`src/rtl/traffic_pkg.sv`:
```
// Shared state encodings, light/lane codes and helpers for the traffic phase scheduler.
package traffic_pkg;

  typedef enum logic [2:0] {
    RED_B     = 3'd0,
    NS_GREEN  = 3'd1,
    NS_YELLOW = 3'd2,
    RED_A     = 3'd3,
    EW_GREEN  = 3'd4,
    EW_YELLOW = 3'd5,
    WALK      = 3'd6
  } state_t;

  localparam logic [1:0] GREEN  = 2'b11;
  localparam logic [1:0] YELLOW = 2'b01;
  localparam logic [1:0] RED    = 2'b00;

  // Lane bus layout is WWSSEENN
  localparam logic [7:0] LANE_NS_GREEN  = {RED, GREEN, RED, GREEN};
  localparam logic [7:0] LANE_EW_GREEN  = {GREEN, RED, GREEN, RED};
  localparam logic [7:0] LANE_NS_YELLOW = {RED, YELLOW, RED, YELLOW};
  localparam logic [7:0] LANE_EW_YELLOW = {YELLOW, RED, YELLOW, RED};
  localparam logic [7:0] LANE_ALL_RED   = {RED, RED, RED, RED};

  function automatic logic [7:0] lane_code(input state_t s);
    case (s)
      NS_GREEN:  lane_code = LANE_NS_GREEN;
      NS_YELLOW: lane_code = LANE_NS_YELLOW;
      EW_GREEN:  lane_code = LANE_EW_GREEN;
      EW_YELLOW: lane_code = LANE_EW_YELLOW;
      default:   lane_code = LANE_ALL_RED;
    endcase
  endfunction

  // A zero green request still yields a one-cycle green
  function automatic logic [6:0] green_load(input logic [6:0] t);
    green_load = (t == 7'd0) ? 7'd0 : t - 7'd1;
  endfunction

endpackage

```
`src/rtl/traffic_phase_scheduler_phase_timer.sv`:
```
// 7-bit loadable down-counter that saturates at zero; flags the last cycle of a phase.
module phase_timer #(
  parameter logic [6:0] RESET_VALUE = 7'd0
) (
  input  logic       clk,
  input  logic       rst,
  input  logic       i_load,
  input  logic [6:0] i_load_value,
  output logic [6:0] o_count,
  output logic       o_zero
);

  logic [6:0] r_count;

  always_ff @(posedge clk or posedge rst) begin
    if (rst) begin
      r_count <= RESET_VALUE;
    end else if (i_load) begin
      r_count <= i_load_value;
    end else if (r_count != 7'd0) begin
      r_count <= r_count - 7'd1;
    end
  end

  assign o_count = r_count;
  assign o_zero  = (r_count == 7'd0);

endmodule

```
`src/rtl/traffic_phase_scheduler.sv`:
```
// Green/yellow/all-red sequencer for the N+S and E+W pairs with night-mode green hold.
// Optional pedestrian walk phase is built when PED_WALK_EN is defined.
module traffic_phase_scheduler
  import traffic_pkg::*;
#(
  parameter int YELLOW_TIME  = 4,
  parameter int ALL_RED_TIME = 2,
  parameter int WALK_TIME    = 10
) (
  input  logic       clk,
  input  logic       rst,
  input  logic       night_mode,
  input  logic [6:0] load_time,
  input  logic       ns_request,
  input  logic       ew_request,
`ifdef PED_WALK_EN
  input  logic       ped_request,
  output logic       walk,
`endif
  output logic [7:0] lane_output,
  output logic [2:0] phase,
  output logic [6:0] timer
);

  localparam logic [6:0] YELLOW_LOAD = 7'(YELLOW_TIME - 1);
  localparam logic [6:0] RED_LOAD    = 7'(ALL_RED_TIME - 1);
  localparam logic [6:0] WALK_LOAD   = 7'(WALK_TIME - 1);

  state_t     r_state;
  logic [7:0] r_lane;
  state_t     w_next_state;
  logic [6:0] w_load_value;
  logic       w_advance;
  logic       w_timer_zero;
  logic       w_walk_go;

`ifdef PED_WALK_EN
  logic r_walk;
  logic r_ped_prev;
  logic r_ped_pending;
  logic r_walk_to_ew;

  assign w_walk_go = r_ped_pending;
  assign walk      = r_walk;
`else
  assign w_walk_go = 1'b0;
`endif

  always_comb begin
    w_advance    = 1'b0;
    w_next_state = r_state;
    w_load_value = RED_LOAD;
    if (w_timer_zero) begin
      case (r_state)
        NS_GREEN: w_advance = !night_mode || ew_request;
        EW_GREEN: w_advance = !night_mode || ns_request;
        default:  w_advance = 1'b1;
      endcase
    end
    if (w_advance) begin
      case (r_state)
        RED_B:     w_next_state = NS_GREEN;
        NS_GREEN:  w_next_state = NS_YELLOW;
        NS_YELLOW: w_next_state = w_walk_go ? WALK : RED_A;
        RED_A:     w_next_state = EW_GREEN;
        EW_GREEN:  w_next_state = EW_YELLOW;
        EW_YELLOW: w_next_state = w_walk_go ? WALK : RED_B;
`ifdef PED_WALK_EN
        WALK:      w_next_state = r_walk_to_ew ? EW_GREEN : NS_GREEN;
`endif
        default:   w_next_state = RED_B;
      endcase
    end
    case (w_next_state)
      NS_GREEN, EW_GREEN:   w_load_value = green_load(load_time);
      NS_YELLOW, EW_YELLOW: w_load_value = YELLOW_LOAD;
      WALK:                 w_load_value = WALK_LOAD;
      default:              w_load_value = RED_LOAD;
    endcase
  end

  phase_timer #(
    .RESET_VALUE (RED_LOAD)
  ) u_phase_timer (
    .clk          (clk),
    .rst          (rst),
    .i_load       (w_advance),
    .i_load_value (w_load_value),
    .o_count      (timer),
    .o_zero       (w_timer_zero)
  );

  always_ff @(posedge clk or posedge rst) begin
    if (rst) begin
      r_state       <= RED_B;
      r_lane        <= LANE_ALL_RED;
`ifdef PED_WALK_EN
      r_walk        <= 1'b0;
      r_ped_prev    <= 1'b0;
      r_ped_pending <= 1'b0;
      r_walk_to_ew  <= 1'b0;
`endif
    end else begin
      r_state <= w_next_state;
      r_lane  <= lane_code(w_next_state);
`ifdef PED_WALK_EN
      r_walk     <= (w_next_state == WALK);
      r_ped_prev <= ped_request;
      if (w_advance && w_next_state == WALK) begin
        r_ped_pending <= 1'b0;
        r_walk_to_ew  <= (r_state == NS_YELLOW);
      end
      // A fresh request wins over the clear so it is served on the next cycle of phases
      if (ped_request && !r_ped_prev) begin
        r_ped_pending <= 1'b1;
      end
`endif
    end
  end

  assign lane_output = r_lane;
  assign phase       = r_state;

endmodule

```
`config.mk`:
```
export PLATFORM = sky130hd
export DESIGN_NAME = traffic_phase_scheduler
export DESIGN_NICKNAME = d
export VERILOG_FILES = /design/src/rtl/traffic_pkg.sv /design/src/rtl/traffic_phase_scheduler_phase_timer.sv /design/src/rtl/traffic_phase_scheduler.sv
export SDC_FILE = /design/constraint.sdc
export NUM_CORES = 1
export LEC_CHECK = 0
export CAP_MARGIN = 20
export CORE_MARGIN = 2
export CORE_UTILIZATION = 45
export CTS_BUF_LIST = sky130_fd_sc_hd__clkbuf_4 sky130_fd_sc_hd__clkbuf_8 sky130_fd_sc_hd__clkbuf_16
export DETAILED_ROUTE_END_ITERATION = 6
export PLACE_DENSITY = 0.73
export SKIP_CTS_REPAIR_TIMING = 1
export SLEW_MARGIN = 25
export SYNTH_ARGS = -nofsm -noshare
export SYNTH_HDL_FRONTEND = slang
export SYNTH_SLANG_ARGS = --single-unit
```
`constraint.sdc`:
```
create_clock -name clk -period 2 [get_ports clk]
set_input_delay 0.6 -clock clk [delete_from_list [all_inputs] [get_ports clk]]
set_output_delay 0.6 -clock clk [all_outputs]
set_load 0.1 [all_outputs]
```
==> results of run 1 <==
==> logic make-up (layout without fill, tap and decap cells) <==
kind of cell,after synthesis,count (layout),share of synthesized area [%]
XOR/XNOR,5,5,4.30
AO/OA/AOI/OAI,28,28,19.8
buffers and inverters,14,47,7.36
multiplexers,3,3,3.07
adder cells (fa/ha/maj),3,3,3.68
AND/OR/NAND/NOR,44,44,27.4
flip-flops,14,14,34.5
==> where the power goes <==
group | leakage, nW | internal, W | switching, W
sequential | 0.157 | 0.000283 | 0
combinational | 0.478 | 0.0000349 | 0.0000307
clock | 0.0210 | 0.000111 | 0.0000933
==> registers in the layout, indices dropped and copies added (netlist names) <==
signal and count:
u_phase_timer.o_count 7, phase 3, lane_output 4
==> cell usage after synthesis, drive strengths merged, types with 2 or more instances <==
| master | instances |
|---|---|
| xnor2 | 2 |
| nand4 | 3 |
| a21o | 2 |
| clkbuf | 3 |
| nor2 | 6 |
| dfrtp | 13 |
| ha | 3 |
| nor2b | 2 |
| mux2i | 2 |
| a21oi | 6 |
| or3 | 3 |
| o21ai | 6 |
| buf | 5 |
| nand3 | 5 |
| nand2 | 9 |
| xor2 | 3 |
| inv | 6 |
| nor3 | 3 |
| nor3b | 3 |
| or2 | 2 |
| nand2b | 2 |
==> area by class of cell <==
| cell class | count | area share [%] |
|---|---|---|
| clock buffers | 4 | 2.29 |
| inverters | 6 | 1.42 |
| multi-input cells | 83 | 37.9 |
| flip-flops and latches | 14 | 22.5 |
| well taps | 28 | 2.21 |
| repair buffers | 37 | 33.7 |
==> worst min-delay path, delay by kind of cell (launching register included) <==
kind          cells  cell delay, ns
simple gates      1            0.06
flops             1            0.45
mux               1            0.10
==> per-stage QoR <==
step	cell area, um^2	hold WS, ns	setup WS (ns)	util (%)
after global routing	1580	0.672	0.000501	73.0
after global placement	1540	0.613	-0.159	71.0
after floorplan	1030	0.488	0.0243	-
after CTS	1580	0.635	0.0266	72.7
final	1580	0.638	0.0596	73.0
after detailed placement	1540	0.615	-0.276	71.0
==> layer usage <==
| metal | wire length [um] | vias to the layer above | global-route usage [%] |
|---|---|---|---|
| met4 | 10 | 0 | 3.95 |
| met1 | 1090 | 465 | 25.1 |
| met3 | 94 | 2 | 5.46 |
| li1 | - | 471 | - |
| met2 | 1350 | 21 | 40.2 |
| met5 | 0 | - | 0 |
==> final timing paths <==
path / slack [ns] / to / startpoint / cells past startpoint
hold reg to reg: 0.64 / u_phase_timer.o_count[6]$_DFFE_PP0P_ / u_phase_timer.o_count[6]$_DFFE_PP0P_ / 2
setup reg to reg: 0.12 / u_phase_timer.o_count[3]$_DFFE_PP0P_ / u_phase_timer.o_count[0]$_DFFE_PP1P_ / 6
hold / removal: 0.64 / u_phase_timer.o_count[6]$_DFFE_PP0P_ / u_phase_timer.o_count[6]$_DFFE_PP0P_ / 2
setup / recovery: 0.06 / u_phase_timer.o_count[4]$_DFFE_PP0P_ / load_time[0] / 7
min in group asynchronous: 0.66 / u_phase_timer.o_count[3]$_DFFE_PP0P_ / rst / 2
max in group asynchronous: 0.94 / u_phase_timer.o_count[1]$_DFFE_PP0P_ / rst / 2
==> reports/results.ini, run 1 <==
[run_status]
status = finished, final reports clean

[final_layout]
final-instance-count-excl-fill = 172
multi_input_area_um2 = 599
area_growth_pct = 55.2
filler_cell_count = 179
mostFrequentLayoutCell = buf_12
antenna_cells_inserted = 0
layout-drive-gt1-share_pct = 31.9
layout_common_cells = buf_12 (18), dfrtp_1 (12), clkdlybuf4s50_1 (10), nand2_1 (8), buf_4 (8)
storage_element_area_um2 = 357
nNetsFinal = 160

[routing]
drt-pass1-iter-count = 4
count_of_nets_left_with_antenna_violations_after_detail_routing = 0
post-route-drc-count = 0
num_vias = 959
drt_iter0_markers = 24
detail_route.wirelength_um = 2540
post_drt_via_cell_ratio = 5.58
wl_per_cell_um = 14.8

[logic_synthesis]
synth-async-reset-ratio_pct = 100
yosys_warnings = 0
mappedNetlistNets = 126
postSynthCellCount = 111
postSynth.topFlopCell = dfrtp_1
mappedNetlistArea_mm2 = 0.00102
post_synth_edffs = 0
synth_sequential_area_ratio_pct = 34.5
synth.largest_area_cell = dfrtp_1
synth.distinct_cells = 51
synthesized_area_per_cell_um2 = 9.19
yosys_register_bits = 14
netlist.area_leader.share_pct = 31.9
synth_top_cells_by_area = dfrtp_1 (32%), ha_1 (3.7%), buf_4 (2.9%)

[die]
rows = 17
floorplan.initialDensity_pct = 47.0
die_width_um = 51.6
core_mm2 = 0.00217
dieArea_mm2 = 0.00266
ios = 30
floorplan.die.height_um = 51.6

[timing]
drv_slew = 0
fmaxAchievable_mhz = 515
final_hold_violating_endpoints = 0
setup-tns-final_ns = 0
finalCriticalPeriod_ns = 1.94
worst_clock_skew_ns = 0.00134
timing.max_slew.rel_slack_pct = 62.7
post-route-period-util_pct = 97.0
setup-violations-final = 0
rsz0062_at_grt = false
timing_worst_slew_pin_value_ns = 0.559

[clock_tree]
tritoncts = built
cts_buffer_depth = 2
clock-root-buffer = clkbuf_4
cts_inserted_buffers = 3
clk-insertion-delay-late_ns = 0.28
cts-htree-levels = 1
number_of_clock_sinks = 14
cts.reportedPaths.clkPinSlew_ns = 0.08

[power_and_ir_drop]
p_total_w = 0.000552
power.ir.vdd_worst_mv = 0.445
cellPowerDensity_mw_per_mm2 = 349
p_leak_nw = 0.655

[global_route]
via_count_of_the_first_global_routing_pass = 969
pin_count_of_the_biggest_net_entering_global_routing = 17
groute.usage.overall_pct = 21.7
global_route_wire_length_before_repair_um = 4310
antenna_found_initial = 0
globalRoute.totalOverflow = 0

[critical_path]
worst-endpoint-arrival_ns = 2.12
critPathLaunchType = input port
worst_path_dominant_cell_family = buffers and inverters
slowest_delay_ns = 0.44
critPathMaxFanout = 5
timing_worst_setup_path_type = in -> reg
critPathSlowestCell = clkdlybuf4s50_1
timing.critical_path.to_type = flip-flop
required_ns = 2.17
critical_path.n_buffers_inverters = 2
crit_path_cell_chain = clkdlybuf4s50_1 -> inv_1 -> ha_2 -> nor4b_4 -> nand2_2 -> o211a_1 -> o221a_2

[place]
portBuffers = 29
place.detailed.hpwl_um = 2040
globalplace.congestion = 0.792
dpl.cell_count = 168

[hold_path]
hold_path_class = reg -> reg

[job]
cap_viol_max_count = 0

Note: power is estimated with default switching activity, not from simulation.
==> inputs of run 2 (changes only) <==
--- a/config.mk
+++ b/config.mk
@@ -10,7 +10,7 @@
 export CORE_UTILIZATION = 45
 export CTS_BUF_LIST = sky130_fd_sc_hd__clkbuf_4 sky130_fd_sc_hd__clkbuf_8 sky130_fd_sc_hd__clkbuf_16
 export DETAILED_ROUTE_END_ITERATION = 6
-export PLACE_DENSITY = 0.73
+export PLACE_DENSITY = 0.77
 export SKIP_CTS_REPAIR_TIMING = 1
 export SLEW_MARGIN = 25
 export SYNTH_ARGS = -nofsm -noshare
==> reports/results.ini, run 2 (synthesis results as in run 1) <==
[die]
core_mm2 = 0.00217
die_width_um = 51.6
dieArea_mm2 = 0.00266
ios = 30
floorplan.die.height_um = 51.6
floorplan.initialDensity_pct = 47.0
rows = 17

[final_layout]
filler_cell_count = 164
layout-drive-gt1-share_pct = 32.9
area_growth_pct = 56.7
multi_input_area_um2 = 599
storage_element_area_um2 = 357
largest_register_ffs = 7
mostFrequentLayoutCell = buf_12
post-route-util_pct = 73.6
antenna_cells_inserted = 0
nNetsFinal = 162
layout_common_cells = buf_12 (18), dfrtp_1 (12), clkdlybuf4s50_1 (10), buf_4 (10), nand2_1 (8)
finalInstanceArea_mm2 = 0.00160

[timing]
finalCriticalPeriod_ns = 1.93
hold-worst-slack_ns = 0.645
post-route-period-util_pct = 96.4
drv_slew = 0
timing_worst_slew_pin_value_ns = 0.526
rsz0062_at_grt = false
timing.max_slew.rel_slack_pct = 64.9
setup-violations-final = 0
worst_clock_skew_ns = 0.00243
setup-tns-final_ns = 0
fmaxAchievable_mhz = 518
final_hold_violating_endpoints = 0

[critical_path]
critPathMaxFanout = 5
worst-endpoint-arrival_ns = 2.10
critPathSlowestCell = clkdlybuf4s50_1
required_ns = 2.17
timing.critical_path.to_type = flip-flop
critPathLaunchType = input port
crit_path_cell_chain = clkdlybuf4s50_1 -> inv_1 -> ha_2 -> nor4b_4 -> buf_4 -> nand2_2 -> o211a_1 -> o221a_2
reg2reg_setup_slack_ns = 0.15
timing_worst_setup_path_type = in -> reg
slowest_delay_ns = 0.42

[place]
portBuffers = 29
placedInstanceArea_mm2 = 0.00155
place.detailed.hpwl_um = 1980
globalplace.congestion = 0.819

[hold_path]
hold_path_class = reg -> reg

[clock_tree]
cts-htree-levels = 1
cts.reportedPaths.clkPinSlew_ns = 0.08
clock-root-buffer = clkbuf_4
cts_buffer_depth = 2
tritoncts = built
number_of_clock_sinks = 14
cts_inserted_buffers = 3
clk-insertion-delay-late_ns = 0.28

[power_and_ir_drop]
p_leak_nw = 0.666
cellPowerDensity_mw_per_mm2 = 349
power.ir.vdd_worst_mv = 0.375

[routing]
post_drt_via_cell_ratio = 5.66
wl_per_cell_um = 14.2
count_of_nets_left_with_antenna_violations_after_detail_routing = 0
num_vias = 985
detail_route.wirelength_um = 2480
drt_iter0_markers = 24
post-route-drc-count = 0
drt-pass1-iter-count = 4

[global_route]
antenna_found_initial = 0
via_count_of_the_first_global_routing_pass = 953
groute.usage.overall_pct = 21.4
globalRoute.totalOverflow = 0
global_route_wire_length_before_repair_um = 4260
pin_count_of_the_biggest_net_entering_global_routing = 17

[job]
cap_viol_max_count = 0

[run_status]
status = finished, final reports clean

==> run 2: cell count changes in the layout (fill, tap and decap cells not counted) <==
cell / before / now
buf_4: 8 / 10
==> run 2: final timing paths <==
| path | start | end | cells past startpoint |
|---|---|---|---|
| worst max-delay path | load_time[1] | u_phase_timer.o_count[4]$_DFFE_PP0P_ | 8 |
| worst min-delay path | u_phase_timer.o_count[6]$_DFFE_PP0P_ | u_phase_timer.o_count[6]$_DFFE_PP0P_ | 2 |
| worst max register to register | u_phase_timer.o_count[0]$_DFFE_PP1P_ | u_phase_timer.o_count[3]$_DFFE_PP0P_ | 6 |
| worst min register to register | u_phase_timer.o_count[6]$_DFFE_PP0P_ | u_phase_timer.o_count[6]$_DFFE_PP0P_ | 2 |
| max in group asynchronous | rst | u_phase_timer.o_count[1]$_DFFE_PP0P_ | 2 |
| min in group asynchronous | rst | u_phase_timer.o_count[2]$_DFFE_PP0P_ | 2 |
==> run 2: layer usage <==
layer,routed length [um],global-route usage (%)
met5,0,0
met2,1330,37.2
met4,17,5.70
met3,195,6.03
met1,936,25.8
==> run 2: critical path, delay by kind of cell <==
family | cells | cell delay [ns]
fa+ha+maj | 1 | 0.20
compound gates | 2 | 0.38
simple gates | 2 | 0.25
buf+inv | 3 | 0.67
==> run 2: cell type report <==
type | count | share of cell area, %
multi-input cells | 83 | 37.5
inverters | 6 | 1.41
flip-flops and latches | 14 | 22.3
clock buffers | 4 | 2.27
well taps | 28 | 2.19
repair buffers | 39 | 34.3
==> run 2: stage by stage <==
stage	setup WS, ns	total power [W]	cells
after detailed placement	-0.286	0.000358	169
after floorplan	0.0243	0.000313	111
final	0.0714	0.000557	174
after global routing	0.0113	0.000583	174
after global placement	-0.175	0.000354	169
after CTS	0.0157	0.000561	173
==> run 2: where the power goes <==
| group | internal [W] | leakage (nW) | switching (W) |
|---|---|---|---|
| registers | 0.000283 | 0.157 | 0 |
| clock network | 0.000111 | 0.0210 | 0.0000939 |
| logic | 0.0000378 | 0.488 | 0.0000319 |
